<file path="src/rtl/adder_share_arb_pkg.sv">
// Shared types, default widths and helpers for the shared-adder arbiter.
// The state encoding doubles as the response-valid bit.
package adder_share_arb_pkg;

  function automatic int id_width(input int n);
    return (n <= 1) ? 1 : $clog2(n);
  endfunction

  localparam int NREQ_DEF = 4;
  localparam int WA_DEF   = 3;
  localparam int IDW_DEF  = id_width(NREQ_DEF);
  localparam int CNTW_DEF = 16;

  typedef enum logic {
    ST_IDLE = 1'b0,
    ST_FULL = 1'b1
  } state_e;

endpackage

</file>
<file path="src/rtl/adder_share_arb_if.sv">
// Request/response bundle between clients and the shared-adder arbiter.
// Requester i uses operand bits [i*WA +: WA] of req_a and req_b.
interface adder_share_arb_if
  import adder_share_arb_pkg::*;
#(
  parameter int NREQ = NREQ_DEF,
  parameter int WA   = WA_DEF,
  parameter int IDW  = IDW_DEF
);

  logic [NREQ-1:0]    req_valid;
  logic [NREQ*WA-1:0] req_a;
  logic [NREQ*WA-1:0] req_b;
  logic [NREQ-1:0]    req_ready;
  logic               rsp_valid;
  logic               rsp_ready;
  logic [WA:0]        rsp_sum;
  logic [IDW-1:0]     rsp_id;

  modport master (
    output req_valid, req_a, req_b, rsp_ready,
    input  req_ready, rsp_valid, rsp_sum, rsp_id
  );

  modport slave (
    input  req_valid, req_a, req_b, rsp_ready,
    output req_ready, rsp_valid, rsp_sum, rsp_id
  );

endinterface

</file>
<file path="src/rtl/adder_share_arb_adder.sv">
// The single WA-bit adder shared by all requesters; carry kept as the top sum bit.
// Purely combinational.
module adder_share_arb_adder #(
  parameter int WA = 3
) (
  input  logic [WA-1:0] a,
  input  logic [WA-1:0] b,
  output logic [WA:0]   c
);

  assign c = {1'b0, a} + {1'b0, b};

endmodule

</file>
<file path="src/rtl/adder_share_arb_rr_pick.sv">
// Round-robin picker: first valid requester after last_grant, wrapping modulo NREQ.
// Combinational; last_grant itself is the nearest-last candidate.
module adder_share_arb_rr_pick #(
  parameter int NREQ = 4,
  parameter int IDW  = 2
) (
  input  logic [NREQ-1:0] req_valid,
  input  logic [IDW-1:0]  last_grant,
  output logic            any,
  output logic [IDW-1:0]  winner
);

  logic [IDW-1:0] idx;

  // Walk offsets from farthest to nearest so the closest valid one is written last.
  always_comb begin
    any    = 1'b0;
    winner = '0;
    idx    = '0;
    for (int off = NREQ; off >= 1; off--) begin
      idx = IDW'((int'(last_grant) + off) % NREQ);
      if (req_valid[idx]) begin
        any    = 1'b1;
        winner = idx;
      end
    end
  end

endmodule

</file>
<file path="src/rtl/adder_share_arb.sv">
// Round-robin share of one adder among NREQ requesters; result registered 1 cycle after accept.
// Accepts only when the response slot is empty or draining; rsp_ready low stalls all requesters.
module adder_share_arb
  import adder_share_arb_pkg::*;
#(
  parameter int NREQ = NREQ_DEF,
  parameter int WA   = WA_DEF,
  parameter int IDW  = IDW_DEF,
  parameter int CNTW = CNTW_DEF
) (
  input  logic                clk,
  input  logic                rst,
  adder_share_arb_if.slave    bus,
  output logic [CNTW-1:0]     op_count
);

  state_e          state_q, state_d;
  logic [WA:0]     rsp_sum_q, rsp_sum_d;
  logic [IDW-1:0]  rsp_id_q, rsp_id_d;
  logic [IDW-1:0]  last_grant_q, last_grant_d;
  logic [CNTW-1:0] op_count_q, op_count_d;

  logic            any;
  logic [IDW-1:0]  winner;
  logic            slot_free;
  logic            accept;
  logic [WA-1:0]   a_w, b_w;
  logic [WA:0]     sum_w;

  adder_share_arb_rr_pick #(
    .NREQ (NREQ),
    .IDW  (IDW)
  ) u_rr_pick (
    .req_valid  (bus.req_valid),
    .last_grant (last_grant_q),
    .any        (any),
    .winner     (winner)
  );

  always_comb begin
    a_w = '0;
    b_w = '0;
    for (int i = 0; i < NREQ; i++) begin
      if (winner == IDW'(i)) begin
        a_w = bus.req_a[i*WA +: WA];
        b_w = bus.req_b[i*WA +: WA];
      end
    end
  end

  adder_share_arb_adder #(
    .WA (WA)
  ) u_adder (
    .a (a_w),
    .b (b_w),
    .c (sum_w)
  );

  // Reset blocks grants so nothing is accepted while rst is high.
  assign slot_free     = (state_q == ST_IDLE) || bus.rsp_ready;
  assign accept        = any && slot_free && !rst;
  assign bus.req_ready = accept ? (NREQ'(1) << winner) : '0;

  always_comb begin
    state_d      = state_q;
    rsp_sum_d    = rsp_sum_q;
    rsp_id_d     = rsp_id_q;
    last_grant_d = last_grant_q;
    op_count_d   = op_count_q;
    case (state_q)
      ST_IDLE: begin
        if (accept) state_d = ST_FULL;
      end
      ST_FULL: begin
        if (!accept && bus.rsp_ready) state_d = ST_IDLE;
      end
      default: state_d = ST_IDLE;
    endcase
    if (accept) begin
      rsp_sum_d    = sum_w;
      rsp_id_d     = winner;
      last_grant_d = winner;
      op_count_d   = op_count_q + CNTW'(1);
    end
  end

  always_ff @(posedge clk) begin
    if (rst) begin
      state_q      <= ST_IDLE;
      rsp_sum_q    <= '0;
      rsp_id_q     <= '0;
      last_grant_q <= IDW'(NREQ - 1);
      op_count_q   <= '0;
    end else begin
      state_q      <= state_d;
      rsp_sum_q    <= rsp_sum_d;
      rsp_id_q     <= rsp_id_d;
      last_grant_q <= last_grant_d;
      op_count_q   <= op_count_d;
    end
  end

  assign bus.rsp_valid = (state_q == ST_FULL);
  assign bus.rsp_sum   = rsp_sum_q;
  assign bus.rsp_id    = rsp_id_q;
  assign op_count      = op_count_q;

endmodule

</file>
<file path="src/flat_wrapper.sv">
// flat-port wrapper written by rule: the top's interface ports become plain ports
module adder_share_arb_flat import adder_share_arb_pkg::*;
#(
  parameter int NREQ = NREQ_DEF,
  parameter int WA   = WA_DEF,
  parameter int IDW  = IDW_DEF,
  parameter int CNTW = CNTW_DEF
)
  (clk, rst, op_count, bus_req_valid, bus_req_a, bus_req_b, bus_rsp_ready, bus_req_ready, bus_rsp_valid, bus_rsp_sum, bus_rsp_id);
  adder_share_arb_if #(.NREQ(NREQ), .WA(WA), .IDW(IDW)) bus_i ();
  input  logic clk;
  input  logic rst;
  output logic [CNTW-1:0] op_count;
  input wire logic [$bits(bus_i.req_valid)-1:0] bus_req_valid;
  input wire logic [$bits(bus_i.req_a)-1:0] bus_req_a;
  input wire logic [$bits(bus_i.req_b)-1:0] bus_req_b;
  input wire logic [$bits(bus_i.rsp_ready)-1:0] bus_rsp_ready;
  output wire logic [$bits(bus_i.req_ready)-1:0] bus_req_ready;
  output wire logic [$bits(bus_i.rsp_valid)-1:0] bus_rsp_valid;
  output wire logic [$bits(bus_i.rsp_sum)-1:0] bus_rsp_sum;
  output wire logic [$bits(bus_i.rsp_id)-1:0] bus_rsp_id;
  assign bus_i.req_valid = bus_req_valid;
  assign bus_i.req_a = bus_req_a;
  assign bus_i.req_b = bus_req_b;
  assign bus_i.rsp_ready = bus_rsp_ready;
  assign bus_req_ready = bus_i.req_ready;
  assign bus_rsp_valid = bus_i.rsp_valid;
  assign bus_rsp_sum = bus_i.rsp_sum;
  assign bus_rsp_id = bus_i.rsp_id;
  adder_share_arb #(.NREQ(NREQ), .WA(WA), .IDW(IDW), .CNTW(CNTW)) u_core (.clk(clk), .rst(rst), .bus(bus_i), .op_count(op_count));
endmodule
</file>
<file path="config.mk">
export PLATFORM = sky130hd
export DESIGN_NAME = adder_share_arb_flat
export DESIGN_NICKNAME = d
export VERILOG_FILES = /design/src/rtl/adder_share_arb_pkg.sv /design/src/rtl/adder_share_arb_if.sv /design/src/rtl/adder_share_arb_adder.sv /design/src/rtl/adder_share_arb_rr_pick.sv /design/src/rtl/adder_share_arb.sv /design/src/flat_wrapper.sv
export SDC_FILE = /design/constraint.sdc
export NUM_CORES = 1
export LEC_CHECK = 0
export CAP_MARGIN = 20
export CORE_MARGIN = 5
export CORE_UTILIZATION = 45
export CTS_CLUSTER_DIAMETER = 50
export DETAILED_ROUTE_END_ITERATION = 10
export GPL_TIMING_DRIVEN = 0
export MAX_ROUTING_LAYER = met4
export PLACE_DENSITY = 0.78
export SETUP_SLACK_MARGIN = 0.05
export SLEW_MARGIN = 20
export SYNTH_ARGS = -nofsm -noshare
export SYNTH_HDL_FRONTEND = slang
export SYNTH_SLANG_ARGS = --single-unit
</file>
<file path="constraint.sdc">
create_clock -name clk -period 5.3 [get_ports clk]
set_input_delay 1.06 -clock clk [delete_from_list [all_inputs] [get_ports clk]]
set_output_delay 1.06 -clock clk [all_outputs]
set_load 0.01 [all_outputs]
</file>
Word level (Yosys, flattened, before mapping)
Cells that the tools add are included.
Storage, ports and cells
  output and inout port bits: 27
  bits in registers: 25
Operators by class
  shift operators: 1
  $lt $le $gt $ge: 4
  equal/unequal tests: 3
  mux-type cells: 28
  bitwise operators: 1
  reduce and logical (&&, ||, !) cells: 7
  add/sub/neg operators: 6
Operators with widths (count)
  3-bit two-way mux: 8
  16-bit by 1-bit adder with 16-bit output, second input constant: 1
  2-bit by 3-bit less-than comparator with 1-bit output, second input constant: 4
  1-bit two-way mux: 10
  1-bit binary-select mux with 2-bit select: 4
  2-bit two-way mux: 4
  2-bit by 1-bit adder with 2-bit output, second input constant: 2
  2-bit adder, second input constant: 2
  3-bit by 3-bit adder with 4-bit output: 1
  2-bit == test, second input constant: 2
  4-bit two-way mux: 1
  1-bit by 2-bit left shift with 4-bit output, first input constant: 1
  1-bit logical AND: 3
  2-bit by 1-bit == test with 1-bit output, second input constant: 1
  1-bit logical NOT: 2
  2-bit logical NOT: 1
  1-bit one-hot mux with 2 select lines: 1
  1-bit logical OR: 1
  1-bit NOT: 1

Logic depth before layout (Yosys ltp)
Gate-level depths: netlist of the first run.
  depth after elaboration: 13
  gate-level depth with buffers: 9

Cells and area by module
A second synthesis of the first run with hierarchy kept.
Unflattened totals
  cells, all modules: 158
  area total of the unflattened synthesis: 1417.6 µm²
Modules (own cells, without submodules)
  adder_share_arb: instances 1, cells each 132, area an instance 1231.2 µm², seq. area each 500.5 µm²
  adder_share_arb_adder: instances 1, cells each 12, area an instance 95.1 µm², seq. area each 0.0 µm²
  adder_share_arb_rr_pick: instances 1, cells each 14, area an instance 91.3 µm², seq. area each 0.0 µm²

Worst setup path after synthesis of the first run
No wires, ideal clock.
  kind: input to output
  from: input bus_req_valid[3]
  to: output bus_req_ready[1]
  cell stages on the path: 5
  data arrival time: 1.964 ns
  buffers on the path: 1
  slack: 2.276 ns
  required time: 4.240 ns
  cells stage by stage: nor2b_1 a21oi_1 o221ai_1 buf_2 nor2b_1
On the way
  longest elaborated chain between the ends: 9
RTL lines
  start: declaration: line flat_wrapper.sv:14  | input wire logic [$bits(bus_i.req_valid)-1:0] bus_req_valid;
  1-bit binary-select mux with 2-bit select: line adder_share_arb_rr_pick.sv:22  | if (req_valid[idx]) begin
  1-bit two-way mux (implied by the code): line adder_share_arb_rr_pick.sv:22
  1-bit two-way mux (4 in series): line adder_share_arb_rr_pick.sv:22
  1-bit logical AND (2 in series): line adder_share_arb.sv:61  | assign accept = any && slot_free && !rst;
  4-bit two-way mux (*): line adder_share_arb.sv:62  | assign bus.req_ready = accept ? (NREQ'(1) << winner) : '0;
  end: declaration: line flat_wrapper.sv:18  | output wire logic [$bits(bus_i.req_ready)-1:0] bus_req_ready;
Every way passes the cells marked *; elsewhere a longest branch is shown, timed or not. The select of a mux whose other input is x is not followed.

Worst setup path after layout of the first run
Ends and elaborated chain as after synthesis.

==> summary.md, run 1 <==
| Metric | Value |
|---|---|
| Status | `completed` |
| Later-pin clock latency in the skew report | `0.31 ns` |
| CTS tree | `done` |
| Post-detail-place hpwl | `3.15 mm` |
| Post-synthesis mux area share | `18.4%` |
| Setup Fix Bufs, Post-CTS | `0` |
| Number of different library cells in the post-synthesis netlist | `between 40 and 50` |
| Largest family of logic cells by synthesized area | `simple AND/OR/NAND/NOR gates` |
| Setup violators final | `0` |
| Die Outline Area | `4740 um^2` |
| Worst vdd ir | `0.000129 V` |
| Number of antenna repair diodes | `0` |
| Simple-Gate Fraction of Synth Area | `between 20% and 30%` |
| CTS root buffer | `sky130_fd_sc_hd__clkbuf_4` |
| Transition time of the tightest slew-check pin | `0.517 ns` |
| Part of the Yosys area used for sequential elements | `32.1%` |
| Highest clock rate | `231 MHz` |
| Vias in the first global route | `1531` |
| All-Layer GR Usage | `18.5%` |
| Multi-input gate area | `991 um^2` |
| Standby leakage power | `slightly above 0.8 nW` |
| Final worst-path cycle share | `81.7%` |
| Synth-to-layout area growth | `42.1%` |
| Xor and xnor area share after synthesis | `under 10%` |
| Clock slew at reported path FFs | `0.13 ns` |
| Setup crit start kind | `primary input` |
| Number of top-level pins | `slightly below 60` |
| Net total in the final layout | `about 270` |
| Max-slew violation count | `0` |
| Sequential cell area | `500 um^2` |
| Placer Congestion | `0.776` |
| Crit path capture | `bus_req_ready[1]` |
| Routed via count divided by cell count | `5.37` |
| Post-synthesis compound-gate area fraction | `9.63%` |
| Setup TNS | `0 ns` |
| Core ar. | `about 3300 um^2` |
| Residual antenna-violating net count after detailed routing | `0` |
| Grt ovf | `0` |
| Number of buffers created by CTS | `3` |
| Final number of hold-violating endpoints | `0` |
| Total DRC errors in the routed layout | `0` |
| Buffer levels on the longest clock path | `2` |
| Relative slew slack | `roughly 65%` |
| Max-capacitance violation count | `0` |
| Hold Path Class | `reg -> reg` |
| Synth Warn # | `0` |
| Reg2Reg Launch Point | `u_core.last_grant_q[1]$_SDFFE_PP1P_` |
| Critical path fanouts, max | `10` |
| Standard-cell rows | `21` |
| Vert. Die Dim | `a little under 70 um` |
| Setup crit end kind | `output pin` |
| Post-route minimum period | `around 4.3 ns` |
| Endpoint of the most critical register-to-register path | `u_core.bus.rsp_sum[3]$_SDFFE_PP0P_` |
| Post-synth design cell area | `1560 um^2` |
| Avg Cell Area, Syn | `approximately 9.2 um^2` |
| Fill cell count | `294` |
| Post-synthesis instance total | `roughly 170` |
| Vias after detailed routing | `1482` |
| Cell Chain, Critical Path | `clkdlybuf4s50_1, nor2b_1, a21oi_1, o221ai_1, buf_2, nor2b_1, clkdlybuf4s50_1` |
| Wirelength per Cell | `around 14 um` |
| I/O Buffers | `between 50 and 60` |
| Cts repair resizes | `0` |
| First drt pass iteration count | `4` |
| Pin count of the biggest net entering global routing | `15` |
| Worst Reg2Reg Path Length in Cells | `9` |
| Register bit total from synthesis | `25` |
| Critical path's largest stage delay | `0.58 ns` |
| Wire length of the first global-routing pass | `6.57 mm` |
| Critical Setup Path Class | `in -> out` |
| Max stage delay cell, worst path | `sky130_fd_sc_hd__clkdlybuf4s50_1` |
| Hold buffer count at CTS | `0` |
| Cell Pwr Density | `217 nW/um^2` |
| Critical path data arrival time | `3.27 ns` |
| Antenna violations before repair | `0` |
| Flop-to-flop setup slack | `roughly 2.8 ns` |
| Number of nets produced by synthesis | `205` |
| Fin Clk Skew | `0.00109 ns` |
| CTS sink count | `25` |
| Layout cell share with drive strength beyond 1 | `a little under a tenth` |
| Die width | `68.9 um` |
| Setup repair after global routing missed its margin | `no` |
| Post-Place Setup Slack | `0.949 ns` |
| Required time of the critical path | `4.24 ns` |
| Routed Wire Length | `3.85 mm` |
| Starting density of the core | `a little under half` |
| Adder and majority gate portion of the synthesized area | `between 4 and 5%` |
| Max H-tree Level | `1` |
| Violation count after the first detailed-routing iteration | `76` |
| Slack of the critical path | `0.968 ns` |
| Critical Path Source | `bus_req_valid[3]` |
layer usage:
layer	GRT usage (%)	wire length (um)
met5	-	0
met4	5.11	17
met3	3.08	227
met2	33.5	1950
met1	20.8	1650
sequential cells by signal, indices dropped and copies added, names as in the netlist:
signal                count
u_core.bus.rsp_id         2
u_core.bus.rsp_sum        4
u_core.bus.rsp_valid      1
u_core.last_grant_q       2
u_core.op_count          16
how the worst min path moves through the flow:
stage | startpoint | cells past startpoint | end | slack [ns]
final | u_core.bus.rsp_id[1]$_SDFFE_PP0P_ | 2 | u_core.bus.rsp_id[1]$_SDFFE_PP0P_ | 0.47
after global routing | u_core.bus.rsp_id[1]$_SDFFE_PP0P_ | 2 | u_core.bus.rsp_id[1]$_SDFFE_PP0P_ | 0.50
after CTS | u_core.bus.rsp_id[1]$_SDFFE_PP0P_ | 2 | u_core.bus.rsp_id[1]$_SDFFE_PP0P_ | 0.47
after detailed placement | u_core.bus.rsp_id[1]$_SDFFE_PP0P_ | 2 | u_core.bus.rsp_id[1]$_SDFFE_PP0P_ | 0.45
after global placement | u_core.bus.rsp_id[1]$_SDFFE_PP0P_ | 2 | u_core.bus.rsp_id[1]$_SDFFE_PP0P_ | 0.45
after floorplan | u_core.last_grant_q[0]$_SDFFE_PP1P_ | 2 | u_core.last_grant_q[0]$_SDFFE_PP1P_ | 0.45
layout make-up:
| cell class | instances | share of cell area, % |
|---|---|---|
| multi-input combinational | 130 | 44.7 |
| clock buffer | 3 | 1.02 |
| timing repair buffer | 57 | 25.8 |
| clock inverter | 1 | 0.226 |
| buffer | 9 | 2.20 |
| tap | 46 | 2.60 |
| sequential | 25 | 22.6 |
| inverter | 5 | 0.847 |
cells by family after synthesis:
| group | count (synthesis) |
|---|---|
| AO/OA/AOI/OAI | 22 |
| XOR/XNOR | 3 |
| adder cells (fa/ha/maj) | 5 |
| buffers and inverters | 14 |
| flip-flops | 25 |
| multiplexers | 28 |
| AND/OR/NAND/NOR | 72 |
cells in the final DEF (no fill, tap or decap), drive strengths merged, types with 2 or more instances in the layout:
master and instances:
clkdlybuf4s50 57, dfxtp 25, mux2i 23, nand2 13
nor2 12, nand2b 9, nor4 9, nor2b 8
a21oi 8, clkbuf 7, inv 5, nand3 5
buf 5, mux2 5, nand3b 4, ha 4
o31ai 3, or4 3, xnor2 3, a21o 2
nor3 2, nand4 2, o21ai 2
cells in the mapped netlist:
cell type / n / area share (%)
sky130_fd_sc_hd__or4_1: 3 / 1.4
sky130_fd_sc_hd__o21ai_0: 2 / 0.64
sky130_fd_sc_hd__nand2b_1: 9 / 3.6
sky130_fd_sc_hd__nor4_4: 2 / 2.7
sky130_fd_sc_hd__o221ai_1: 1 / 0.56
sky130_fd_sc_hd__nor4_2: 3 / 2.4
sky130_fd_sc_hd__a21oi_1: 8 / 2.6
sky130_fd_sc_hd__a21o_1: 2 / 0.96
sky130_fd_sc_hd__o31ai_1: 3 / 1.4
sky130_fd_sc_hd__nand4_1: 2 / 0.80
sky130_fd_sc_hd__or3_4: 1 / 0.72
sky130_fd_sc_hd__and4_1: 1 / 0.56
sky130_fd_sc_hd__clkbuf_1: 4 / 0.96
sky130_fd_sc_hd__o21a_1: 1 / 0.48
sky130_fd_sc_hd__inv_1: 5 / 1.2
sky130_fd_sc_hd__buf_6: 1 / 0.72
sky130_fd_sc_hd__mux2i_1: 23 / 15
sky130_fd_sc_hd__nor4_1: 4 / 1.6
sky130_fd_sc_hd__a2bb2oi_1: 1 / 0.56
sky130_fd_sc_hd__dfxtp_1: 25 / 32
sky130_fd_sc_hd__nor4b_2: 1 / 0.96
sky130_fd_sc_hd__nand3_1: 4 / 1.3
sky130_fd_sc_hd__buf_2: 3 / 0.96
sky130_fd_sc_hd__buf_4: 1 / 0.48
sky130_fd_sc_hd__fa_1: 1 / 1.3
sky130_fd_sc_hd__nor2_1: 12 / 2.9
sky130_fd_sc_hd__mux2_1: 3 / 2.2
sky130_fd_sc_hd__or2_1: 1 / 0.40
sky130_fd_sc_hd__a31oi_2: 1 / 0.80
sky130_fd_sc_hd__nor2b_1: 8 / 3.2
sky130_fd_sc_hd__mux2_2: 2 / 1.4
sky130_fd_sc_hd__o31a_1: 1 / 0.56
sky130_fd_sc_hd__nor3_1: 2 / 0.64
sky130_fd_sc_hd__and3_1: 1 / 0.40
sky130_fd_sc_hd__nand3b_1: 4 / 1.9
sky130_fd_sc_hd__nand3_2: 1 / 0.64
sky130_fd_sc_hd__xnor2_1: 3 / 1.7
sky130_fd_sc_hd__a211oi_1: 1 / 0.48
sky130_fd_sc_hd__a31o_2: 1 / 0.56
sky130_fd_sc_hd__nand2_1: 13 / 3.1
sky130_fd_sc_hd__ha_1: 4 / 3.2
per-stage QoR:
stage | util [%] | cell area, um^2 | total power, mW | cells | hold WS [ns]
finish | 66.4 | 2210 | 0.482 | 276 | 0.465
global route | 66.4 | 2210 | 0.511 | 276 | 0.498
CTS | 66.4 | 2210 | 0.486 | 276 | 0.467
detailed placement | 65.5 | 2190 | 0.404 | 272 | 0.449
global placement | 65.5 | 2190 | 0.396 | 272 | 0.449
floorplan | - | 1560 | 0.324 | 169 | 0.446
worst max-delay path, delay by kind of cell:
family,cells,cell delay (ns)
simple gates,2,0.39
buf+inv,3,1.45
compound gates,2,0.37
report_power, final:
group	internal, mW	leakage (nW)	switching (mW)
Combinational	0.0997	0.599	0.0811
Sequential	0.204	0.204	0.0140
Clock	0.0282	0.0177	0.0546
Total	0.332	0.821	0.150
(Power assumes the default switching activity.)
==> inputs of run 2 (changes only) <==
CORE_UTILIZATION = 44   (was 45)
PLACE_DENSITY = 0.77   (was 0.78)
clock period = 4 ns   (was 5.3 ns; I/O delays follow)
==> summary.md, run 2 (synthesis results as in run 1) <==
| Metric | Value |
|---|---|
| Status | `completed` |
| Number of antenna repair diodes | `0` |
| Buffer and inverter count on the worst path | `3` |
| Number of top-level pins | `58` |
| Cell Pwr Density | `287 nW/um^2` |
| Switching part of the total | `~30%` |
| Commonest cells after routing, fill and taps aside | `57 x sky130_fd_sc_hd__clkdlybuf4s50_1, 25 x sky130_fd_sc_hd__dfxtp_1, 23 x sky130_fd_sc_hd__mux2i_1, 13 x sky130_fd_sc_hd__nand2_1, 12 x sky130_fd_sc_hd__nor2_1` |
| Vert. Die Dim | `69.5 um` |
| Critical path's largest stage delay | `0.58 ns` |
| Required time of the critical path | `roughly 3.2 ns` |
| Vias in the first global route | `roughly 1500` |
| Cell Chain, Critical Path | `clkdlybuf4s50_1, nor2b_1, a21oi_1, o221ai_1, buf_2, nor2b_1, clkdlybuf4s50_1` |
| Setup repair after global routing missed its margin | `no` |
| Max H-tree Level | `1` |
| Number of buffers created by CTS | `3` |
| Setup Fix Bufs, Post-CTS | `0` |
| Standby leakage power | `0.818 nW` |
| Max stage delay cell, worst path | `sky130_fd_sc_hd__clkdlybuf4s50_1` |
| Worst Reg2Reg Path Length in Cells | `9` |
| CTS sink count | `25` |
| Setup violators final | `0` |
| Placer Congestion | `0.801` |
| Commonest non-fill, non-tap cell in the layout | `sky130_fd_sc_hd__clkdlybuf4s50_1` |
| Largest delay share family, worst path | `buffers and inverters` |
| Starting density of the core | `46.0%` |
| Post-route minimum period | `~3.8 ns` |
| Highest clock rate | `266 MHz` |
| Core ar. | `3390 um^2` |
| Post-detail-place hpwl | `2.97 mm` |
| Routed via count divided by cell count | `roughly 5.3` |
| Critical path fanouts, max | `10` |
| Net total in the final layout | `267` |
| Max-capacitance violation count | `0` |
| Critical path data arrival time | `2.96 ns` |
| Violation count after the first detailed-routing iteration | `73` |
| Total DRC errors in the routed layout | `0` |
| Worst vdd ir | `0.000202 V` |
| Final worst-path cycle share | `94.0%` |
| Wirelength per Cell | `13.2 um` |
| Residual antenna-violating net count after detailed routing | `0` |
| Max-slew violation count | `0` |
| Internal power contribution | `between 0.4 and 0.5 mW` |
| Critical Setup Path Class | `in -> out` |
| Buffer levels on the longest clock path | `2` |
| I/O Buffers | `57` |
| Setup crit end kind | `output pin` |
| Synth-to-layout area growth | `42.0%` |
| Final number of hold-violating endpoints | `0` |
| Worst hold path depth | `2` |
| Number of flip-flops under the largest register name | `16` |
| Setup TNS | `0 ns` |
| Fill cell count | `288` |
| Relative slew slack | `between 60% and 70%` |
| Grt ovf | `0` |
| Combinational Power Share | `37.4%` |
| Hold Path Class | `reg -> reg` |
| CTS root buffer | `sky130_fd_sc_hd__clkbuf_4` |
| Part of the total power dissipated in sequential elements | `45.5%` |
| Die width | `between 60 and 70 um` |
| Final core area utilization | `65.3%` |
| Antenna violations before repair | `0` |
| Clock slew at reported path FFs | `about 0.13 ns` |
| Wire length of the first global-routing pass | `6.47 mm` |
| Layout cell share with drive strength beyond 1 | `under 10%` |
| NetSw | `0.195 mW` |
| Routed Wire Length | `3.65 mm` |
| Die Outline Area | `4830 um^2` |
| Hold buffer count at CTS | `0` |
| Clock power frac | `between 10% and 20%` |
| Vias after detailed routing | `1456` |
| Later-pin clock latency in the skew report | `~0.31 ns` |
| Fin Clk Skew | `0.00746 ns` |
| Setup crit start kind | `primary input` |
| Standard-cell rows | `21` |
| All-Layer GR Usage | `16.3%` |
| Worst hold slack across all endpoints | `roughly 0.48 ns` |
| Pin count of the biggest net entering global routing | `14` |
| CTS tree | `done` |
| Instance count on the critical path | `7` |
| First drt pass iteration count | `4` |
| Cts repair resizes | `0` |
| Transition time of the tightest slew-check pin | `0.537 ns` |
==> run 2: cell types whose count changed in the layout (fill, tap and decap cells not counted) <==
cell	before	now
sky130_fd_sc_hd__clkbuf_1	4	5
sky130_fd_sc_hd__clkinv_2	1	0
==> run 2: worst reg2reg max path, stage by stage, from the launching register on <==
cell and delay, ns:
sky130_fd_sc_hd__dfxtp_1 0.46, sky130_fd_sc_hd__nand2b_1 0.14, sky130_fd_sc_hd__a21oi_1 0.06, sky130_fd_sc_hd__o221ai_1 0.28, sky130_fd_sc_hd__buf_2 0.32, sky130_fd_sc_hd__mux2i_1 0.38, sky130_fd_sc_hd__ha_1 0.30, sky130_fd_sc_hd__a21o_1 0.18
sky130_fd_sc_hd__a211oi_1 0.22, sky130_fd_sc_hd__nor3_1 0.07
==> run 2: final timing paths <==
| kind | from | endpoint | slack, ns |
|---|---|---|---|
| worst max-delay path | bus_req_valid[3] | bus_req_ready[1] | 0.24 |
| worst max register to register | u_core.last_grant_q[1]$_SDFFE_PP1P_ | u_core.bus.rsp_sum[3]$_SDFFE_PP0P_ | 1.47 |
| worst min-delay path | u_core.bus.rsp_id[1]$_SDFFE_PP0P_ | u_core.bus.rsp_id[1]$_SDFFE_PP0P_ | 0.48 |
| worst min register to register | u_core.bus.rsp_id[1]$_SDFFE_PP0P_ | u_core.bus.rsp_id[1]$_SDFFE_PP0P_ | 0.48 |
==> run 2: cell type report <==
| cell class | count | area (um^2) | area share (%) |
|---|---|---|---|
| plain buffers | 9 | 48.8 | 2.20 |
| clock buffers | 4 | 26.3 | 1.19 |
| inverters | 5 | 18.8 | 0.848 |
| multi-input cells | 130 | 991 | 44.8 |
| flip-flops and latches | 25 | 500 | 22.6 |
| well taps | 46 | 57.6 | 2.60 |
| repair buffers | 57 | 571 | 25.8 |
==> run 2: power by group through the flow <==
stage,clock network (mW),registers (mW),logic (mW)
floorplan,0,0.299,0.130
global placement,0,0.293,0.232
detailed placement,0,0.294,0.239
CTS,0.112,0.289,0.240
global route,0.123,0.293,0.262
finish,0.109,0.289,0.238
==> run 2: layer usage <==
layer	up-vias	wire, um	track usage, %
met5	-	0	-
met4	0	48	5.64
met3	4	251	2.75
met2	49	1820	29.0
met1	675	1540	18.3
li1	728	-	-
==> run 2: metrics by stage <==
stage / power [mW] / setup slack [ns] / cell area [um^2] / std cells
global route: 0.678 / 0.0731 / 2210 / 276
finish: 0.636 / 0.240 / 2210 / 276
CTS: 0.641 / 0.216 / 2210 / 276
global placement: 0.526 / 0.255 / 2190 / 272
floorplan: 0.429 / 1.38 / 1560 / 169
detailed placement: 0.533 / 0.224 / 2190 / 272
==> inputs of run 3 (changes only) <==
CORE_UTILIZATION = 45   (was 44)
PLACE_DENSITY = 0.8   (was 0.77)
SYNTH_HIERARCHICAL = 1   (was not set)
clock period = 4.8 ns   (was 4 ns; I/O delays follow)
==> summary.md, run 3 <==
| Metric | Value |
|---|---|
| Cell taking the most area after synthesis | `sky130_fd_sc_hd__dfxtp_1` |
| Buffer and inverter count on the worst path | `4` |
| Number of enable flip-flop cells after synthesis | `0` |
| Number of top-level pins | `58` |
| Hold Path Class | `reg -> reg` |
| Post-synthesis mux area share | `between 10% and 20%` |
| Critical path fanouts, max | `10` |
| Later-pin clock latency in the skew report | `0.32 ns` |
| Critical Setup Path Class | `in -> out` |
| Setup TNS | `0 ns` |
| Cell Chain, Critical Path | `clkdlybuf4s50_1, nor2_1, nand2_1, nor2b_1, buf_2, nand2_1, clkbuf_1, nor3_1, clkdlybuf4s50_1` |
| Die width | `66.1 um` |
| Layout cell share with drive strength beyond 1 | `8.68%` |
| Max-slew violation count | `0` |
| Net total in the final layout | `256` |
| Setup Fix Bufs, Post-CTS | `0` |
| Setup violators final | `0` |
| Routed via count divided by cell count | `5.31` |
| Part of the Yosys area used for sequential elements | `35.3%` |
| Cts repair resizes | `0` |
| Design area | `2070 um^2` |
| Synth-to-layout area growth | `46.0%` |
| Routed Wire Length | `3.95 mm` |
| All-Layer GR Usage | `19.3%` |
| Post-synthesis instance total | `158` |
| Adder and majority gate portion of the synthesized area | `4.94%` |
| Clock slew at reported path FFs | `0.13 ns` |
| Relative slew slack | `around 70%` |
| Max H-tree Level | `1` |
| Buffer levels on the longest clock path | `2` |
| Avg Cell Area, Syn | `8.97 um^2` |
| Commonest non-fill, non-tap cell in the layout | `sky130_fd_sc_hd__clkdlybuf4s50_1` |
| Register bit total from synthesis | `25` |
| Critical Path Source | `bus_req_valid[1]` |
| Fill cell count | `256` |
| Setup crit end kind | `output pin` |
| Post-synthesis compound-gate area fraction | `roughly an eighth` |
| Setup crit start kind | `primary input` |
| Number of nets produced by synthesis | `194` |
| Number of different library cells in the post-synthesis netlist | `35` |
| Commonest cells after routing, fill and taps aside | `57 x sky130_fd_sc_hd__clkdlybuf4s50_1, 25 x sky130_fd_sc_hd__dfxtp_1, 17 x sky130_fd_sc_hd__a21oi_1, 14 x sky130_fd_sc_hd__nand2_1` |
| Max stage delay cell, worst path | `sky130_fd_sc_hd__clkdlybuf4s50_1` |
| Core ar. | `3030 um^2` |
| I/O Buffers | `57` |
| Max-capacitance violation count | `0` |
| Synth Warn # | `6` |
| CTS sink count | `25` |
| Main area contributors after synthesis | `sky130_fd_sc_hd__dfxtp_1 35%, sky130_fd_sc_hd__mux4_2 9.5%, sky130_fd_sc_hd__a21oi_1 6.0%` |
| Cell Pwr Density | `241 nW/um^2` |
| Required time of the critical path | `3.84 ns` |
| Xor and xnor area share after synthesis | `4.32%` |
| Number of flip-flops under the largest register name | `16` |
| Area share of the leading cell type in the synthesized netlist | `35.3%` |
| Die Outline Area | `4370 um^2` |
| Multi-input gate area | `~850 um^2` |
| Post-detail-place hpwl | `3.14 mm` |
| Vias in the first global route | `1427` |
| Critical path's largest stage delay | `0.57 ns` |
| Critical hold path startpoint | `u_core/bus.rsp_id[1]$_SDFFE_PP0P_` |
| Hold buffer count at CTS | `0` |
| First drt pass iteration count | `4` |
| Setup repair after global routing missed its margin | `no` |
| Violation count after the first detailed-routing iteration | `56` |
| Number of antenna repair diodes | `0` |
| Total DRC errors in the routed layout | `0` |
| Sequential cell area | `between 500 and 600 um^2` |
| Status | `completed` |
| Placer Congestion | `0.810` |
| Wirelength per Cell | `between 15 and 20 um` |
| Residual antenna-violating net count after detailed routing | `0` |
| Final worst-path cycle share | `between 80% and 90%` |
| Number of buffers created by CTS | `3` |
| Transition time of the tightest slew-check pin | `0.447 ns` |
| Worst hold slack across all endpoints | `0.464 ns` |
| Standard-cell rows | `20` |
| Vert. Die Dim | `66.1 um` |
| Vias after detailed routing | `1396` |
| Post-synth design cell area | `~1400 um^2` |
| CTS root buffer | `sky130_fd_sc_hd__clkbuf_4` |
| Standby leakage power | `0.759 nW` |
| Starting density of the core | `46.8%` |
| Highest clock rate | `240 MHz` |
| Most frequently used flop master after synthesis | `sky130_fd_sc_hd__dfxtp_1` |
| Antenna violations before repair | `0` |
| Fin Clk Skew | `0.00140 ns` |
| DP Area | `2040 um^2` |
| Wire length of the first global-routing pass | `6.45 mm` |
| Final total power | `0.499 mW` |
| Cell with the most instances after synthesis | `sky130_fd_sc_hd__dfxtp_1` |
| Worst vdd ir | `roughly 0.00016 V` |
| Simple-Gate Fraction of Synth Area | `28.3%` |
| Critical path data arrival time | `3.20 ns` |
| Final core area utilization | `between 60% and 70%` |
| Largest family of logic cells by synthesized area | `simple AND/OR/NAND/NOR gates` |
| Post-route minimum period | `4.16 ns` |
| Top post-synthesis cells by count | `25 x sky130_fd_sc_hd__dfxtp_1, 17 x sky130_fd_sc_hd__a21oi_1, 14 x sky130_fd_sc_hd__nand2_1, 10 x sky130_fd_sc_hd__nand3_1, 10 x sky130_fd_sc_hd__nor2_1` |
| Post-synthesis async set-or-reset flop share | `0%` |
| Final number of hold-violating endpoints | `0` |
| Grt ovf | `0` |
| Largest delay share family, worst path | `buffers and inverters` |
| Pin count of the biggest net entering global routing | `14` |
| CTS tree | `done` |
| Reg2Reg Launch Point | `u_core/last_grant_q[1]$_SDFFE_PP1P_` |
-- run 3: cell types whose count changed after synthesis, sizes merged, moves of 6 or more --
| cell | previous run | this run |
|---|---|---|
| nor4 | 9 | 0 |
| mux2i | 23 | 1 |
| nand2b | 9 | 3 |
| nor2b | 8 | 1 |
| a21oi | 8 | 18 |
| or3 | 1 | 7 |
| mux4 | 0 | 6 |
-- run 3: where the power goes --
group | total, mW | internal, mW | switching (mW)
clock network | 0.0955 | 0.0326 | 0.0629
logic | 0.168 | 0.0944 | 0.0737
registers | 0.235 | 0.223 | 0.0119
-- run 3: worst paths after layout --
kind,to,slack [ns],depth (start not counted)
setup / recovery,bus_req_ready[0],0.64,9
hold / removal,u_core/bus.rsp_id[1]$_SDFFE_PP0P_,0.46,2
setup reg to reg,u_core/bus.rsp_sum[1]$_SDFFE_PP0P_,2.16,11
hold reg to reg,u_core/bus.rsp_id[1]$_SDFFE_PP0P_,0.46,2
-- run 3: final cells by class --
class | count | area share (%)
Buffer | 7 | 1.39
Tap cell | 44 | 2.66
Timing Repair Buffer | 57 | 27.6
Multi-Input combinational cell | 117 | 41.3
Clock buffer | 4 | 1.27
Inverter | 9 | 1.63
Sequential cell | 25 | 24.2
-- run 3: kinds of logic after synthesis --
group / Yosys count
flops: 25
mux: 8
fa+ha+maj: 5
simple gates: 68
xor+xnor: 7
buf+inv: 16
compound gates: 29
-- run 3: stage by stage --
stage / worst slack [ns] / instances
global route: 0.507 / 263
floorplan: 1.79 / 158
global placement: 0.717 / 259
finish: 0.641 / 263
detailed placement: 0.649 / 259
CTS: 0.646 / 263
-- run 3: per-layer routing --
layer  vias to the layer above  global-route usage (%)  wire length [um]  part of all wire [%]
li1                        688                       -                 -                     -
met5                         -                       -                 0                     0
met1                       657                    21.8              1720                    44
met4                         0                    5.33                33                  0.84
met2                        47                    34.7              1940                    49
met3                         4                    3.40               258                   6.5
-- run 3: tightest hold or removal path: stages, from the launching register on --
cell and delay [ns]:
sky130_fd_sc_hd__dfxtp_1 0.33, sky130_fd_sc_hd__nand2_1 0.05, sky130_fd_sc_hd__a21oi_1 0.05
